File: src/rtl/bezier_segment_sequencer.sv
// Steps x across one cubic Bezier segment through a non-stallable 2-stage evaluator,
// using FIFO credits for flow control, and streams absolute position samples.
module bezier_segment_sequencer #(
  parameter int FIFO_DEPTH   = 4,
  parameter int EVAL_LATENCY = 2
) (
  input  logic               clk,
  input  logic               rst_n,
  input  logic               cmd_valid,
  output logic               cmd_ready,
  input  logic signed [22:0] cmd_a,
  input  logic signed [22:0] cmd_b,
  input  logic signed [22:0] cmd_c,
  input  logic [15:0]        cmd_dx,
  input  logic [15:0]        cmd_n,
  input  logic signed [31:0] cmd_p0,
  output logic [16:0]        ev_x,
  output logic signed [22:0] ev_a,
  output logic signed [22:0] ev_b,
  output logic signed [22:0] ev_c,
  input  logic signed [23:0] ev_out,
  output logic               smp_valid,
  input  logic               smp_ready,
  output logic [31:0]        smp_pos,
  output logic               smp_last,
  output logic               busy,
  output logic               done
);

  localparam int PW = (FIFO_DEPTH > 1) ? $clog2(FIFO_DEPTH) : 1;
  localparam int CW = $clog2(FIFO_DEPTH + 1);
  localparam int IW = $clog2(EVAL_LATENCY + 2);

  typedef enum logic [1:0] {IDLE, RUN, DRAIN, DONE} state_t;

  state_t                  state_q, state_d;
  logic signed [22:0]      a_q, a_d, b_q, b_d, c_q, c_d;
  logic [15:0]             dx_q, dx_d, n_q, n_d, k_q, k_d;
  logic [31:0]             p0_q, p0_d;
  logic [16:0]             x_q, x_d;
  logic                    x_vld_q, x_vld_d, x_last_q, x_last_d;
  logic [EVAL_LATENCY-1:0] tag_q, tag_d, tag_last_q, tag_last_d;
  logic [FIFO_DEPTH-1:0][31:0] pos_mem_q, pos_mem_d;
  logic [FIFO_DEPTH-1:0]   last_mem_q, last_mem_d;
  logic [PW-1:0]           wr_ptr_q, wr_ptr_d, rd_ptr_q, rd_ptr_d;
  logic [CW-1:0]           count_q, count_d;

  logic [IW-1:0] inflight;
  logic [7:0]    credit_used;
  logic [16:0]   x_sum, x_sat;
  logic [15:0]   k_next;
  logic          issue, push, pop;
  logic [31:0]   push_pos;

  function automatic logic [PW-1:0] ptr_inc(input logic [PW-1:0] p);
    return (p == PW'(FIFO_DEPTH - 1)) ? '0 : p + PW'(1);
  endfunction

  assign ev_x      = x_q;
  assign ev_a      = a_q;
  assign ev_b      = b_q;
  assign ev_c      = c_q;
  assign smp_valid = (count_q != '0);
  assign smp_pos   = pos_mem_q[rd_ptr_q];
  assign smp_last  = smp_valid & last_mem_q[rd_ptr_q];
  assign busy      = (state_q != IDLE);

  always_comb begin
    state_d    = state_q;
    a_d        = a_q;
    b_d        = b_q;
    c_d        = c_q;
    dx_d       = dx_q;
    n_d        = n_q;
    k_d        = k_q;
    p0_d       = p0_q;
    x_d        = x_q;
    pos_mem_d  = pos_mem_q;
    last_mem_d = last_mem_q;
    wr_ptr_d   = wr_ptr_q;
    rd_ptr_d   = rd_ptr_q;
    count_d    = count_q;
    cmd_ready  = 1'b0;
    done       = 1'b0;
    issue      = 1'b0;

    // Credits cover every issue not yet retired: the x register stage plus each tag stage.
    inflight = IW'(x_vld_q);
    for (int i = 0; i < EVAL_LATENCY; i++) begin
      inflight = inflight + IW'(tag_q[i]);
    end
    credit_used = 8'(count_q) + 8'(inflight);

    x_sum    = x_q + {1'b0, dx_q};
    x_sat    = (x_sum > 17'd65535) ? 17'd65535 : x_sum;
    k_next   = k_q + 16'd1;
    push     = tag_q[EVAL_LATENCY-1];
    push_pos = p0_q + {{8{ev_out[23]}}, ev_out};
    pop      = smp_valid && smp_ready;

    case (state_q)
      IDLE: begin
        cmd_ready = 1'b1;
        if (cmd_valid) begin
          a_d     = cmd_a;
          b_d     = cmd_b;
          c_d     = cmd_c;
          dx_d    = cmd_dx;
          n_d     = cmd_n;
          p0_d    = cmd_p0;
          k_d     = '0;
          x_d     = '0;
          state_d = (cmd_n == 16'd0) ? DONE : RUN;
        end
      end
      RUN: begin
        if ((k_q < n_q) && (credit_used < 8'(FIFO_DEPTH))) begin
          issue = 1'b1;
          k_d   = k_next;
          x_d   = x_sat;
          if (k_next == n_q) state_d = DRAIN;
        end
      end
      DRAIN: begin
        if (pop && smp_last && (inflight == '0)) state_d = DONE;
      end
      DONE: begin
        done    = 1'b1;
        state_d = IDLE;
      end
      default: state_d = IDLE;
    endcase

    x_vld_d       = issue;
    x_last_d      = issue && (k_next == n_q);
    tag_d[0]      = x_vld_q;
    tag_last_d[0] = x_last_q;
    for (int i = 1; i < EVAL_LATENCY; i++) begin
      tag_d[i]      = tag_q[i-1];
      tag_last_d[i] = tag_last_q[i-1];
    end

    if (push) begin
      pos_mem_d[wr_ptr_q]  = push_pos;
      last_mem_d[wr_ptr_q] = tag_last_q[EVAL_LATENCY-1];
      wr_ptr_d             = ptr_inc(wr_ptr_q);
    end
    if (pop) rd_ptr_d = ptr_inc(rd_ptr_q);
    case ({push, pop})
      2'b10:   count_d = count_q + CW'(1);
      2'b01:   count_d = count_q - CW'(1);
      default: count_d = count_q;
    endcase
  end

  always_ff @(posedge clk or negedge rst_n) begin
    if (!rst_n) begin
      state_q    <= IDLE;
      a_q        <= '0;
      b_q        <= '0;
      c_q        <= '0;
      dx_q       <= '0;
      n_q        <= '0;
      k_q        <= '0;
      p0_q       <= '0;
      x_q        <= '0;
      x_vld_q    <= 1'b0;
      x_last_q   <= 1'b0;
      tag_q      <= '0;
      tag_last_q <= '0;
      pos_mem_q  <= '0;
      last_mem_q <= '0;
      wr_ptr_q   <= '0;
      rd_ptr_q   <= '0;
      count_q    <= '0;
    end else begin
      state_q    <= state_d;
      a_q        <= a_d;
      b_q        <= b_d;
      c_q        <= c_d;
      dx_q       <= dx_d;
      n_q        <= n_d;
      k_q        <= k_d;
      p0_q       <= p0_d;
      x_q        <= x_d;
      x_vld_q    <= x_vld_d;
      x_last_q   <= x_last_d;
      tag_q      <= tag_d;
      tag_last_q <= tag_last_d;
      pos_mem_q  <= pos_mem_d;
      last_mem_q <= last_mem_d;
      wr_ptr_q   <= wr_ptr_d;
      rd_ptr_q   <= rd_ptr_d;
      count_q    <= count_d;
    end
  end

  // The credit rule must make a push into a full FIFO without a pop unreachable.
  assert property (@(posedge clk) disable iff (!rst_n)
    !(push && !pop && (count_q == CW'(FIFO_DEPTH))));

endmodule
File: config.mk
export PLATFORM = sky130hd
export DESIGN_NAME = bezier_segment_sequencer
export DESIGN_NICKNAME = d
export VERILOG_FILES = /design/src/rtl/bezier_segment_sequencer.sv
export SDC_FILE = /design/constraint.sdc
export NUM_CORES = 1
export LEC_CHECK = 0
export ABC_AREA = 1
export CAP_MARGIN = 20
export CORE_ASPECT_RATIO = 1.75
export CORE_MARGIN = 8
export CORE_UTILIZATION = 60
export CTS_BUF_LIST = sky130_fd_sc_hd__clkbuf_4
export CTS_CLUSTER_DIAMETER = 30
export DETAILED_ROUTE_END_ITERATION = 12
export PLACE_DENSITY = 0.89
export SLEW_MARGIN = 20
export SYNTH_ARGS = -nofsm -noshare
export SYNTH_HDL_FRONTEND = slang
export SYNTH_SLANG_ARGS = --single-unit
File: constraint.sdc
create_clock -name clk -period 7.6 [get_ports clk]
set_input_delay 1.52 -clock clk [delete_from_list [all_inputs] [get_ports clk]]
set_output_delay 1.52 -clock clk [all_outputs]
set_load 0.1 [all_outputs]
# Word-level counts from Yosys, hierarchy flattened
# Cells that the tools add are included.
[totals]
ff_bits = 313
in_bits = 161
[classes]
addsub = 10
n_lt_le_gt_ge = 6
n_eq_ne = 12
muxes = 30
n_bitwise = 1
reduce_logical = 16
[ops]
columns = ["operator", "n"]
rows = [
  ["128-bit bitwise mux", 1],
  ["32-bit binary-select mux with 2-bit select", 1],
  ["32-bit demux with 2-bit select", 1],
  ["32-bit 2-to-1 mux", 2],
  ["17-bit 2-to-1 mux", 3],
  ["17-bit one-hot mux with 2 select lines", 1],
  ["32-bit adder", 1],
  ["16-bit 2-to-1 mux", 2],
  ["16-bit one-hot mux with 2 select lines", 1],
  ["17-bit by 16-bit adder with 17-bit output", 1],
  ["17-bit by 16-bit > comparator with 1-bit output (second input constant)", 1],
  ["16-bit by 1-bit adder with 16-bit output (second input constant)", 1],
  ["16-bit equality test", 1],
  ["16-bit zero test", 1],
  ["16-bit less-than comparator", 1],
  ["2-bit 2-to-1 mux", 7],
  ["2-bit equality test (second input constant)", 5],
  ["2-bit inequality test (second input constant)", 4],
  ["2-bit one-hot mux with 4 select lines", 1],
  ["1-bit logical AND", 6],
  ["2-bit by 3-bit less-than comparator with 1-bit output (second input constant)", 2],
  ["1-bit 2-to-1 mux", 6],
  ["3-bit one-hot mux with 2 select lines", 1],
  ["2-bit nonzero test", 3],
  ["18 further kinds", 21],
]

# Depth between registers and ports, before layout
[depth]
depth_word = 8
ltp_mapped = 16
mapped_depth_nobuf = 16

# Least setup slack after synthesis
# No wires, ideal clock.
[synth_timing]
kind = "flip-flop to output port"
startpoint = "register rd_ptr_q[0]"
endpoint = "output port smp_pos[22]"
t_arrival_ns = 2.550
setup_slack_ns = 3.530
stages_incl_launch_ff = 6
n_path_buf = 2
cell_sequence = "dfrtp_1 > inv_1 > clkbuf_1 > clkbuf_1 > o21ai_0 > o22ai_1"
[synth_between]
elab_chain_cells = 2
[synth_rtl]
columns = ["item", "line", "rtl"]
rows = [
  ["start: declaration", "45", "logic [PW-1:0] wr_ptr_q, wr_ptr_d, rd_ptr_q, rd_ptr_d;"],
  ["start signal: assignment", "193", "rd_ptr_q <= rd_ptr_d;"],
  ["32-bit binary-select mux with 2-bit select", "64", "assign smp_pos = pos_mem_q[rd_ptr_q];"],
  ["32-bit 2-to-1 mux (implied by the code)", "64", ""],
  ["end: declaration", "24", "output logic [31:0] smp_pos,"],
]
# No other way between the ends. The select of a mux whose other input is x is not followed.

# Worst setup path after layout
[layout_timing]
startpoint = "register rd_ptr_q[0]"
endpoint = "output port smp_pos[30]"
# Same word-level chain as after synthesis.

==> key figures <==
Synthesis
  • Post-synthesis cell count: 1862
  • Leading area contributor after synthesis: dfrtp_1
  • Top cell type's share of synthesized area: 47.7%
  • Ys Warns: 0
  • Top FF cell, synth: dfrtp_1
  • Yosys cell types: 49
  • Register area share after synthesis: 47.7%
  • Mapped cell area: 16400 sq um
  • Number of synthesized flops with an enable pin: 0
  • Syn_nets: 2102
  • Post-synth ARST share: 100%
  • Flops & latches, synth: 313
  • Synth area leaders: dfrtp_1 48%, nand2_1 10%, mux2_2 8.0%
  • Syn avg cell area: 8.82 sq um

Worst setup path
  • Crit. End Element: primary output
  • CP Cell Sequence: inv_1 -> buf_4 -> o21ai_0 -> o22ai_1 -> clkdlybuf4s50_1
  • CP delay by family, top: buffers and inverters
  • Slowest-stage cell, CP: clkdlybuf4s50_1
  • CP max stage delay: 1.21 ns
  • Worst-path maximum fanout: 64
  • Crit Path Class: flop to primary output
  • Cells on worst reg2reg path: 10
  • Critical path depth: 5
  • Worst path buffer plus inverter count: 3
  • Critical path data arrival time: 3.49 ns
  • Element type at the critical path start: flop
  • Critical Path RT: 6.08 ns

STA
  • Final Hold Viols: 0
  • Pins Over Slew Limit: 0
  • RSZ-0062 raised after global routing: false
  • Slew @ Worst Pin: 1.07 ns
  • Slew HR: 28.6%
  • Setup violations, final: 0
  • Max Clock Skew: 0.0476 ns
  • TNS Setup: 0 ns
  • Max frequency: 200 MHz
  • Post-route clock period utilization: 65.9%
  • Tmin final: 5.01 ns

Placed design
  • HPWL Detailed: 35.0 mm
  • Port Buf Inserts: 283
  • Placer Congestion: 0.968

Global route
  • Largest net degree at the start of global routing: 152
  • Met3 usage: 7.98%
  • Met2 Track Usage GR: 52.4%
  • All-layer global routing usage: 29.1%
  • GR peak layer: met2
  • GRT overflow: 0
  • Initial antenna violation count: 10
  • First-pass GRT wire length: 77.0 mm
  • GR Util met1: 28.8%
  • Vias in the first global route: 15.5k

CTS
  • Root Driver: clkbuf_4
  • Setup Fix Bufs, Post-CTS: 0
  • H-tree Lvls: 3
  • CTS sink count: 313
  • Clock latency on the worst-skew pair: 0.75 ns
  • Cts bufs inserted: 74
  • Clock-pin transition on the worst setup and hold timing paths: 0.07 ns
  • Clock Tree Buf Depth: 3
  • CTS tree: done
  • # hold bufs at CTS: 0
  • Post-cts gate resize count: 0

Drt
  • Routed wire per std cell: 18.6 um
  • DRT iter0 DRCs: 993
  • DRT Pass-1 Iters: 6
  • Via density: 5.72
  • Total wire length: 48.4 mm
  • Vias: 14.8k
  • Antenna-violating nets left: 0
  • Remaining DRCs: 0

Min path
  • Worst Hold Class: flop to flop
  • Min-Delay Path Depth: 0

Floorplanning
  • Die H: 235 um
  • Ports: 284
  • FP Rows: 80
  • Core footprint: 27100 sq um
  • Starting density of the core: 60.5%
  • Die footprint: 33100 sq um
  • Die span in x: 141 um

Layout
  • Filler Cell Count: 1852
  • Layout Nets: 2401
  • Layout Area Growth over Synthesis: 25.1%
  • Fraction of layout cells with a size suffix above 1: 13.2%

Job
  • Max-Cap Viols: 0

Outcome
  • Status: completed
cells in the mapped netlist, types with 14 or more instances:
library cell	number
o21ai_0	193
nand3_1	107
dfrtp_1	313
a21oi_1	78
clkbuf_1	47
mux2_2	116
nor2_1	152
o22ai_1	32
xnor2_1	21
nand2_1	454
inv_1	108
xor2_1	14
ha_1	75
final timing paths:
check	start	end	slack (ns)
max	rd_ptr_q[0]	smp_pos[30]	2.59
min	tag_last_q[0]	tag_last_q[1]	0.35
max reg2reg	tag_q[1]	ev_x[13]	4.57
min reg2reg	tag_last_q[0]	tag_last_q[1]	0.35
max in group asynchronous	rst_n	pos_mem_q[87]	5.55
min in group asynchronous	rst_n	ev_a[10]	0.75
flip-flops by register name, indices dropped and copies added, names as in the netlist, 17 cells and up:
register   cells
p0_q          32
ev_b          23
ev_a          23
ev_c          23
pos_mem_q    128
ev_x          17
cell families (layout without fill, tap and decap cells):
kind of cell / count (synthesis) / in the layout / share of synthesized area, %
AOI/OAI and AO/OA: 348 / 348 / 11.5
xor gates and xnor gates: 36 / 36 / 2.01
muxes: 116 / 116 / 7.95
adders and majority gates: 79 / 79 / 6.20
and+or+nand+nor: 785 / 785 / 20.2
DFF: 313 / 313 / 47.7
buffers and inverters: 185 / 541 / 4.44
other: 0 / 8 / 0
layout by cell type, fill, tap and decap left out, types with 11 or more instances in the layout:
master	count
nand2_1	453
dfrtp_1	313
clkdlybuf4s50_1	282
o21ai_0	193
nor2_1	152
mux2_2	116
inv_1	108
nand3_1	107
clkbuf_4	104
a21oi_1	78
ha_1	75
o22ai_1	32
xnor2_1	21
clkinv_1	16
xor2_1	14
nor3_1	13
nand2_2	13
buf_4	11
per-layer routing:
| layer | vias up | part of all wire (%) |
|---|---|---|
| met5 | - | 0.099 |
| met4 | 6 | 5.2 |
| met3 | 178 | 7.7 |
| met2 | 641 | 53 |
| met1 | 7110 | 34 |
| li1 | 6897 | - |
stage by stage:
stage / worst slack (ns) / util (%) / instance area (sq um) / hold WS (ns) / std cells
after global placement: 3.45 / 72.0 / 19500 / 0.335 / 2454
final: 2.59 / 75.7 / 20500 / 0.352 / 2595
after global routing: 2.46 / 75.7 / 20500 / 0.354 / 2592
after floorplan: 3.53 / - / 16400 / 0.331 / 1862
after CTS: 2.54 / 75.6 / 20500 / 0.353 / 2587
after detailed placement: 3.36 / 72.0 / 19500 / 0.336 / 2454
final cells by class:
type	instances	area [sq um]	area share, %
Clock inverter	29	201	0.981
Inverter	112	420	2.05
Sequential cell	313	7830	38.1
Antenna cell	8	20.0	0.0974
Multi-Input combinational cell	1364	7880	38.3
Timing Repair Buffer	296	2950	14.4
Clock buffer	104	781	3.80
Tap cell	369	462	2.25
Power is not shown: default switching activity piles up to over one toggle a cycle in this logic, so the estimate is an artifact.
